File: src/rtl/vfu_response_demux_if.sv
// Response-path bundle between the shared VFU and the per-slot response queues.
// The demux takes the slave side; the VFU/lane-slot side uses master.
interface vfu_response_demux_if #(
    parameter int TAG_NUM = 4,
    parameter int DATA_W  = 32,
    parameter int CNT_W   = 2
);
    logic                        io_in_valid;
    logic                        io_in_ready;
    logic [DATA_W-1:0]           io_in_bits_data;
    logic [1:0]                  io_in_bits_tag;
    logic [1:0]                  io_in_bits_executeIndex;
    logic                        io_in_bits_vxsat;
    logic [4:0]                  io_in_bits_exceptionFlags;
    logic [TAG_NUM-1:0]          io_out_valid;
    logic [TAG_NUM-1:0]          io_out_ready;
    logic [TAG_NUM*DATA_W-1:0]   io_out_bits_data;
    logic [TAG_NUM*2-1:0]        io_out_bits_executeIndex;
    logic [TAG_NUM-1:0]          io_out_bits_vxsat;
    logic [TAG_NUM*5-1:0]        io_out_bits_exceptionFlags;
    logic [TAG_NUM*CNT_W-1:0]    io_count;
    logic                        io_tagError;

    modport slave (
        input  io_in_valid, io_in_bits_data, io_in_bits_tag, io_in_bits_executeIndex,
               io_in_bits_vxsat, io_in_bits_exceptionFlags, io_out_ready,
        output io_in_ready, io_out_valid, io_out_bits_data, io_out_bits_executeIndex,
               io_out_bits_vxsat, io_out_bits_exceptionFlags, io_count, io_tagError
    );

    modport master (
        output io_in_valid, io_in_bits_data, io_in_bits_tag, io_in_bits_executeIndex,
               io_in_bits_vxsat, io_in_bits_exceptionFlags, io_out_ready,
        input  io_in_ready, io_out_valid, io_out_bits_data, io_out_bits_executeIndex,
               io_out_bits_vxsat, io_out_bits_exceptionFlags, io_count, io_tagError
    );
endinterface

File: src/rtl/vfu_response_demux.sv
// Steers VFU responses by tag into per-slot FIFOs drained by independent valid/ready consumers.
// Optional VFU_RESP_BYPASS_EN: an empty, ready slot receives the response combinationally.
module vfu_response_demux #(
    parameter int TAG_NUM = 4,
    parameter int DATA_W  = 32,
    parameter int DEPTH   = 2,
    parameter int CNT_W   = 2
) (
    input  logic                 clock,
    input  logic                 reset,
    vfu_response_demux_if.slave  io
);
    localparam int          PTR_W   = $clog2(DEPTH);
    localparam int          ENTRY_W = DATA_W + 8;
    localparam logic [2:0]  TAG_LIM = 3'(TAG_NUM);

    logic [ENTRY_W-1:0] mem_r   [TAG_NUM][DEPTH];
    logic [PTR_W-1:0]   wptr_r  [TAG_NUM];
    logic [PTR_W-1:0]   rptr_r  [TAG_NUM];
    logic [CNT_W-1:0]   count_r [TAG_NUM];
    logic               tag_error_r;

    logic               tag_valid_s;
    logic [TAG_NUM-1:0] tag_hit_s;
    logic [TAG_NUM-1:0] full_s;
    logic [TAG_NUM-1:0] enq_s;
    logic [TAG_NUM-1:0] deq_s;
    logic [TAG_NUM-1:0] byp_s;
    logic [ENTRY_W-1:0] in_entry_s;

    assign tag_valid_s = ({1'b0, io.io_in_bits_tag} < TAG_LIM);
    assign in_entry_s  = {io.io_in_bits_data, io.io_in_bits_executeIndex,
                          io.io_in_bits_vxsat, io.io_in_bits_exceptionFlags};

    // Per-slot tag decode, full/bypass detection and enqueue/dequeue strobes
    always_comb begin
        tag_hit_s = '0;
        full_s    = '0;
        enq_s     = '0;
        deq_s     = '0;
        byp_s     = '0;
        for (int i = 0; i < TAG_NUM; i++) begin
            tag_hit_s[i] = tag_valid_s && (io.io_in_bits_tag == 2'(i));
            full_s[i]    = (count_r[i] == CNT_W'(DEPTH));
            deq_s[i]     = (count_r[i] != '0) && io.io_out_ready[i];
`ifdef VFU_RESP_BYPASS_EN
            byp_s[i]     = io.io_in_valid && tag_hit_s[i] && (count_r[i] == '0) && io.io_out_ready[i];
`else
            byp_s[i]     = 1'b0;
`endif
            enq_s[i]     = io.io_in_valid && tag_hit_s[i] && !full_s[i] && !byp_s[i];
        end
    end

    // Full check deliberately ignores a same-cycle dequeue so ready depends on the tag only
    assign io.io_in_ready = !tag_valid_s || !(|(tag_hit_s & full_s));

    // Queue storage; contents are only observable through the gated head below
    always_ff @(posedge clock) begin
        for (int i = 0; i < TAG_NUM; i++) begin
            if (enq_s[i]) begin
                mem_r[i][wptr_r[i]] <= in_entry_s;
            end
        end
    end

    // Pointers, occupancy counters and sticky tag error
    always_ff @(posedge clock) begin
        if (!reset) begin
            for (int i = 0; i < TAG_NUM; i++) begin
                wptr_r[i]  <= '0;
                rptr_r[i]  <= '0;
                count_r[i] <= '0;
            end
            tag_error_r <= 1'b0;
        end else begin
            for (int i = 0; i < TAG_NUM; i++) begin
                if (enq_s[i]) begin
                    wptr_r[i] <= wptr_r[i] + PTR_W'(1);
                end
                if (deq_s[i]) begin
                    rptr_r[i] <= rptr_r[i] + PTR_W'(1);
                end
                count_r[i] <= count_r[i] + CNT_W'(enq_s[i]) - CNT_W'(deq_s[i]);
            end
            if (io.io_in_valid && !tag_valid_s) begin
                tag_error_r <= 1'b1;
            end
        end
    end

    logic [TAG_NUM-1:0]        out_valid_s;
    logic [TAG_NUM*DATA_W-1:0] out_data_s;
    logic [TAG_NUM*2-1:0]      out_ei_s;
    logic [TAG_NUM-1:0]        out_vx_s;
    logic [TAG_NUM*5-1:0]      out_fl_s;
    logic [TAG_NUM*CNT_W-1:0]  count_s;
    logic [ENTRY_W-1:0]        head_s;

    // Head selection; an empty slot presents all-zero fields
    always_comb begin
        out_valid_s = '0;
        out_data_s  = '0;
        out_ei_s    = '0;
        out_vx_s    = '0;
        out_fl_s    = '0;
        count_s     = '0;
        head_s      = '0;
        for (int i = 0; i < TAG_NUM; i++) begin
            if (byp_s[i]) begin
                head_s = in_entry_s;
            end else if (count_r[i] != '0) begin
                head_s = mem_r[i][rptr_r[i]];
            end else begin
                head_s = '0;
            end
            out_valid_s[i]                = (count_r[i] != '0) || byp_s[i];
            out_data_s[i*DATA_W +: DATA_W] = head_s[ENTRY_W-1 -: DATA_W];
            out_ei_s[i*2 +: 2]            = head_s[7:6];
            out_vx_s[i]                   = head_s[5];
            out_fl_s[i*5 +: 5]            = head_s[4:0];
            count_s[i*CNT_W +: CNT_W]     = count_r[i];
        end
    end

    assign io.io_out_valid               = out_valid_s;
    assign io.io_out_bits_data           = out_data_s;
    assign io.io_out_bits_executeIndex   = out_ei_s;
    assign io.io_out_bits_vxsat          = out_vx_s;
    assign io.io_out_bits_exceptionFlags = out_fl_s;
    assign io.io_count                   = count_s;
    assign io.io_tagError                = tag_error_r;
endmodule

File: src/flat_wrapper.sv
// flat-port wrapper written by rule: the top's interface ports become plain ports
module vfu_response_demux_flat 
#(
    parameter int TAG_NUM = 4,
    parameter int DATA_W  = 32,
    parameter int DEPTH   = 2,
    parameter int CNT_W   = 2
)
  (clock, reset, io_io_in_valid, io_io_in_bits_data, io_io_in_bits_tag, io_io_in_bits_executeIndex, io_io_in_bits_vxsat, io_io_in_bits_exceptionFlags, io_io_out_ready, io_io_in_ready, io_io_out_valid, io_io_out_bits_data, io_io_out_bits_executeIndex, io_io_out_bits_vxsat, io_io_out_bits_exceptionFlags, io_io_count, io_io_tagError);
  vfu_response_demux_if #(.TAG_NUM(TAG_NUM), .DATA_W(DATA_W), .CNT_W(CNT_W)) io_i ();
  input  logic clock;
  input  logic reset;
  input wire logic [$bits(io_i.io_in_valid)-1:0] io_io_in_valid;
  input wire logic [$bits(io_i.io_in_bits_data)-1:0] io_io_in_bits_data;
  input wire logic [$bits(io_i.io_in_bits_tag)-1:0] io_io_in_bits_tag;
  input wire logic [$bits(io_i.io_in_bits_executeIndex)-1:0] io_io_in_bits_executeIndex;
  input wire logic [$bits(io_i.io_in_bits_vxsat)-1:0] io_io_in_bits_vxsat;
  input wire logic [$bits(io_i.io_in_bits_exceptionFlags)-1:0] io_io_in_bits_exceptionFlags;
  input wire logic [$bits(io_i.io_out_ready)-1:0] io_io_out_ready;
  output wire logic [$bits(io_i.io_in_ready)-1:0] io_io_in_ready;
  output wire logic [$bits(io_i.io_out_valid)-1:0] io_io_out_valid;
  output wire logic [$bits(io_i.io_out_bits_data)-1:0] io_io_out_bits_data;
  output wire logic [$bits(io_i.io_out_bits_executeIndex)-1:0] io_io_out_bits_executeIndex;
  output wire logic [$bits(io_i.io_out_bits_vxsat)-1:0] io_io_out_bits_vxsat;
  output wire logic [$bits(io_i.io_out_bits_exceptionFlags)-1:0] io_io_out_bits_exceptionFlags;
  output wire logic [$bits(io_i.io_count)-1:0] io_io_count;
  output wire logic [$bits(io_i.io_tagError)-1:0] io_io_tagError;
  assign io_i.io_in_valid = io_io_in_valid;
  assign io_i.io_in_bits_data = io_io_in_bits_data;
  assign io_i.io_in_bits_tag = io_io_in_bits_tag;
  assign io_i.io_in_bits_executeIndex = io_io_in_bits_executeIndex;
  assign io_i.io_in_bits_vxsat = io_io_in_bits_vxsat;
  assign io_i.io_in_bits_exceptionFlags = io_io_in_bits_exceptionFlags;
  assign io_i.io_out_ready = io_io_out_ready;
  assign io_io_in_ready = io_i.io_in_ready;
  assign io_io_out_valid = io_i.io_out_valid;
  assign io_io_out_bits_data = io_i.io_out_bits_data;
  assign io_io_out_bits_executeIndex = io_i.io_out_bits_executeIndex;
  assign io_io_out_bits_vxsat = io_i.io_out_bits_vxsat;
  assign io_io_out_bits_exceptionFlags = io_i.io_out_bits_exceptionFlags;
  assign io_io_count = io_i.io_count;
  assign io_io_tagError = io_i.io_tagError;
  vfu_response_demux #(.TAG_NUM(TAG_NUM), .DATA_W(DATA_W), .DEPTH(DEPTH), .CNT_W(CNT_W)) u_core (.clock(clock), .reset(reset), .io(io_i));
endmodule
File: config.mk
export PLATFORM = sky130hd
export DESIGN_NAME = vfu_response_demux_flat
export DESIGN_NICKNAME = d
export VERILOG_FILES = /design/src/rtl/vfu_response_demux_if.sv /design/src/rtl/vfu_response_demux.sv /design/src/flat_wrapper.sv
export SDC_FILE = /design/constraint.sdc
export NUM_CORES = 1
export LEC_CHECK = 0
export BUFFER_PORTS_ARGS = -buffer_cell sky130_fd_sc_hd__buf_2
export CORE_MARGIN = 1
export CORE_UTILIZATION = 56
export CTS_CLUSTER_DIAMETER = 80
export DETAILED_ROUTE_END_ITERATION = 8
export PLACE_DENSITY = 0.86
export SLEW_MARGIN = 20
export SYNTH_ARGS = -nofsm -noshare
export SYNTH_HDL_FRONTEND = slang
export SYNTH_SLANG_ARGS = --single-unit
export TNS_END_PERCENT = 5
File: constraint.sdc
create_clock -name clock -period 4.2 [get_ports clock]
set_input_delay 0.63 -clock clock [delete_from_list [all_inputs] [get_ports clock]]
set_output_delay 0.63 -clock clock [all_outputs]
set_load 0.02 [all_outputs]
==> results.cfg <==
[worst_setup_path]
ff2ff_setup_slack_ns = 1.69
cp-start-kind = flop
cp.arrival_ns = 2.43
end_kind = output pin
critPathKind = reg -> out
required_ns = 3.57
path_max_fanout = 22
rr_startpoint = u_core.count_r[1][0]
rr_worst_depth = 4
r2r_end = u_core.mem_r[1][2]

[clocking]
clockBufferDepth = 3
clock_sinks = 336
clock_latency_ns = 0.50
cts_resized = 0
numCtsBuffers = 34
ctsRootBufferMaster = clkbuf_16
clkTransAtPathRegs_ns = 0.06
cts_setup_buffers = 0
ctsHoldBuffers = 0
h-tree-depth = 2
cts_tree = yes

[cells_and_area]
final_util_pct = 69.1
n_fill_cell = 1444
final_cells = 1333
syn_to_final_growth_pct = 20.9
design_area_sq_um = 15600
drive_gt1_share_pct = 29.0
final_nets = 1075

[place]
io_buffers = 221
dpl.hpwl_um = 17300
dp.cells = 1269
gp_congestion = 0.790
place_area_sq_um = 14400

[timing]
slew_headroom_pct = 41.6
setup_viol = 0
fin_setup_tns_ns = 0
maxClockFrequency_mhz = 327
finalCritPeriodShare_pct = 72.8
drv_slew = 0
rsz0062_at_grt = no
layout_min_cycle_time_ns = 3.06
hold_viol = 0
worst_pin_slew_ns = 0.873
skew_ns = 0.0144

[routing]
drt_first_pass_iters = 5
ant_nets = 0
drt-initial-drc-count = 568
vias = 7410
wl_per_cell_um = 21.3
drc_errors = 0
routed_wl_um = 28400
viasPerCell = 5.56

[synth]
synthFlopType = edfxtp_1
syn_avg_cell_area_sq_um = 16.4
synth_seq_area_share_pct = 77.2
synthTopCellsByArea = edfxtp_1, mux2i_1, nor2_1
synthesis.area_sq_um = 12900
async_flop_share_pct = 0
yosys.area.top_type = edfxtp_1
ys_seq_elements = 336
syn_inst = 788
yosysWarnings = 0
synth_edf_count = 325
syn-num-nets = 840
yosys.area.top_type_share_pct = 75.5
ys_types = 37

[status]
status = finished clean

[global_route]
grt_util_all_layers_pct = 24.1
grt_pass1_vias = 7433
grt_pass1_wl_um = 42400
grt_max_degree = 42
grt_antenna_before_repair = 1
grt_overflow = 0

[power]
p_leak_nw = 5.83
powerDensity_nw_per_um2 = 635
vdd_drop_max_uv = 502

[worst_hold_path]
min_from = io_io_in_bits_data[24]
hold_path_end = u_core.mem_r[3][32]
worst_hold_path_type = in -> reg
hold_path_depth = 1

[floorplan]
start_util_pct = 57.1
core-area_sq_um = 22600
chipHeight_um = 154
rows = 55
ios = 223
die_area_sq_um = 23700
die_x_um = 154

[job]
drv_cap = 0
[worst max path at each step]
stage / endpoint / cells past startpoint / slack (ns) / start
final: io_io_out_bits_data[75] / 4 / 1.14 / u_core.rptr_r[2]
after global routing: io_io_out_bits_data[75] / 4 / 1.03 / u_core.rptr_r[2]
after CTS: io_io_out_bits_data[53] / 4 / 1.02 / u_core.rptr_r[1]
after detailed placement: u_core.mem_r[0][48] / 5 / 1.34 / io_io_in_bits_tag[1]
after global placement: u_core.mem_r[0][12] / 5 / 1.39 / io_io_in_bits_tag[1]
after floorplan: u_core.mem_r[0][0] / 3 / 0.72 / io_io_in_bits_tag[1]
[power breakdown]
| part | leakage, nW | switching (mW) | total, mW | internal, mW |
|---|---|---|---|---|
| combinational | 2.24 | 1.82 | 2.81 | 0.988 |
| clock | 0.544 | 1.17 | 3.02 | 1.85 |
| sequential | 3.05 | 0.271 | 4.10 | 3.83 |
| total | 5.83 | 3.26 | 9.93 | 6.67 |
[worst max-delay path, stage by stage, from the launching register on]
cell and delay [ns]:
dfxtp_2 0.87, buf_4 0.50, mux2i_1 0.28, nor2_1 0.07, buf_2 0.19
[flip-flops by register name, indices dropped and copies added (netlist names)]
register / flops
u_core.mem_r: 320
u_core.rptr_r: 4
u_core.wptr_r: 4
u_core.count_r: 8
[metrics by stage]
stage          worst slack [ns]  hold WS, ns  power, mW
4_1_cts                    1.02        0.382       9.85
2_1_floorplan             0.721        0.559       5.82
3_5_place_dp               1.34        0.638       6.85
5_1_grt                    1.03        0.390       10.3
6_report                   1.14        0.403       9.93
3_3_place_gp               1.39        0.628       6.78
[logic make-up (layout without fill, tap and decap cells)]
kind of cell | count (synthesis) | after routing | share of synthesized area, %
flip-flops | 336 | 336 | 77.2
AND/OR/NAND/NOR | 210 | 210 | 6.93
multiplexers | 161 | 161 | 12.6
buffers and inverters | 55 | 314 | 1.78
AO/OA/AOI/OAI | 16 | 16 | 0.851
XOR/XNOR | 6 | 6 | 0.406
adder cells (fa/ha/maj) | 3 | 3 | 0.290
other | 1 | 2 | 0.0290
[cell usage after synthesis (all sizes together), types with 2 or more instances]
master and count:
or4 2, nor2 172, nand2 8, dfxtp 11, or2 2, nand2b 4
a21boi 2, nand3 2, and2 3, nor3b 6, o31ai 4, buf 17
xnor2 5, nand4b 2, and3 2, clkbuf 22, edfxtp 325, o21ai 3
mux2i 160, inv 16, ha 3, a21oi 3
[layout by cell type, fill, tap and decap left out, types with 2 or more instances in the layout]
cell	netlist	routed
or4_1	2	2
clkbuf_1	22	11
inv_1	16	16
dfxtp_4	0	2
nand2_1	8	8
nor2_1	172	160
nand4b_1	2	2
dfxtp_1	11	8
bufinv_16	0	4
o21ai_0	3	3
buf_2	16	221
buf_4	1	14
and2_1	3	3
clkbuf_8	0	4
mux2i_1	160	160
ha_1	3	3
clkbuf_16	0	35
a21oi_1	3	3
clkinv_1	0	4
or2_2	2	2
nand3_1	2	2
nor3b_1	6	6
nand2b_1	4	4
and3_1	2	2
a21boi_0	2	2
nor2_4	0	12
xnor2_1	5	5
o31ai_1	4	4
buf_16	0	3
edfxtp_1	325	325
[cell type report]
class	count	area [sq um]	share of cell area, %
clock buffer	50	972	6.22
timing repair buffer	238	1290	8.27
sequential	336	9990	63.9
tap	285	357	2.28
clock inverter	10	149	0.952
antenna	1	2.50	0.0160
inverter	16	60.1	0.384
multi-input combinational	397	2810	18.0
[layer usage]
layer / global-route usage (%) / vias to the layer above / routed length [um]
met1: 32.5 / 3693 / 11900
met4: 7.00 / 0 / 585
met2: 39.6 / 298 / 13800
met3: 5.30 / 45 / 2050
met5: 0 / - / 0
li1: - / 3374 / -
Note: power is estimated with default switching activity, not from simulation.
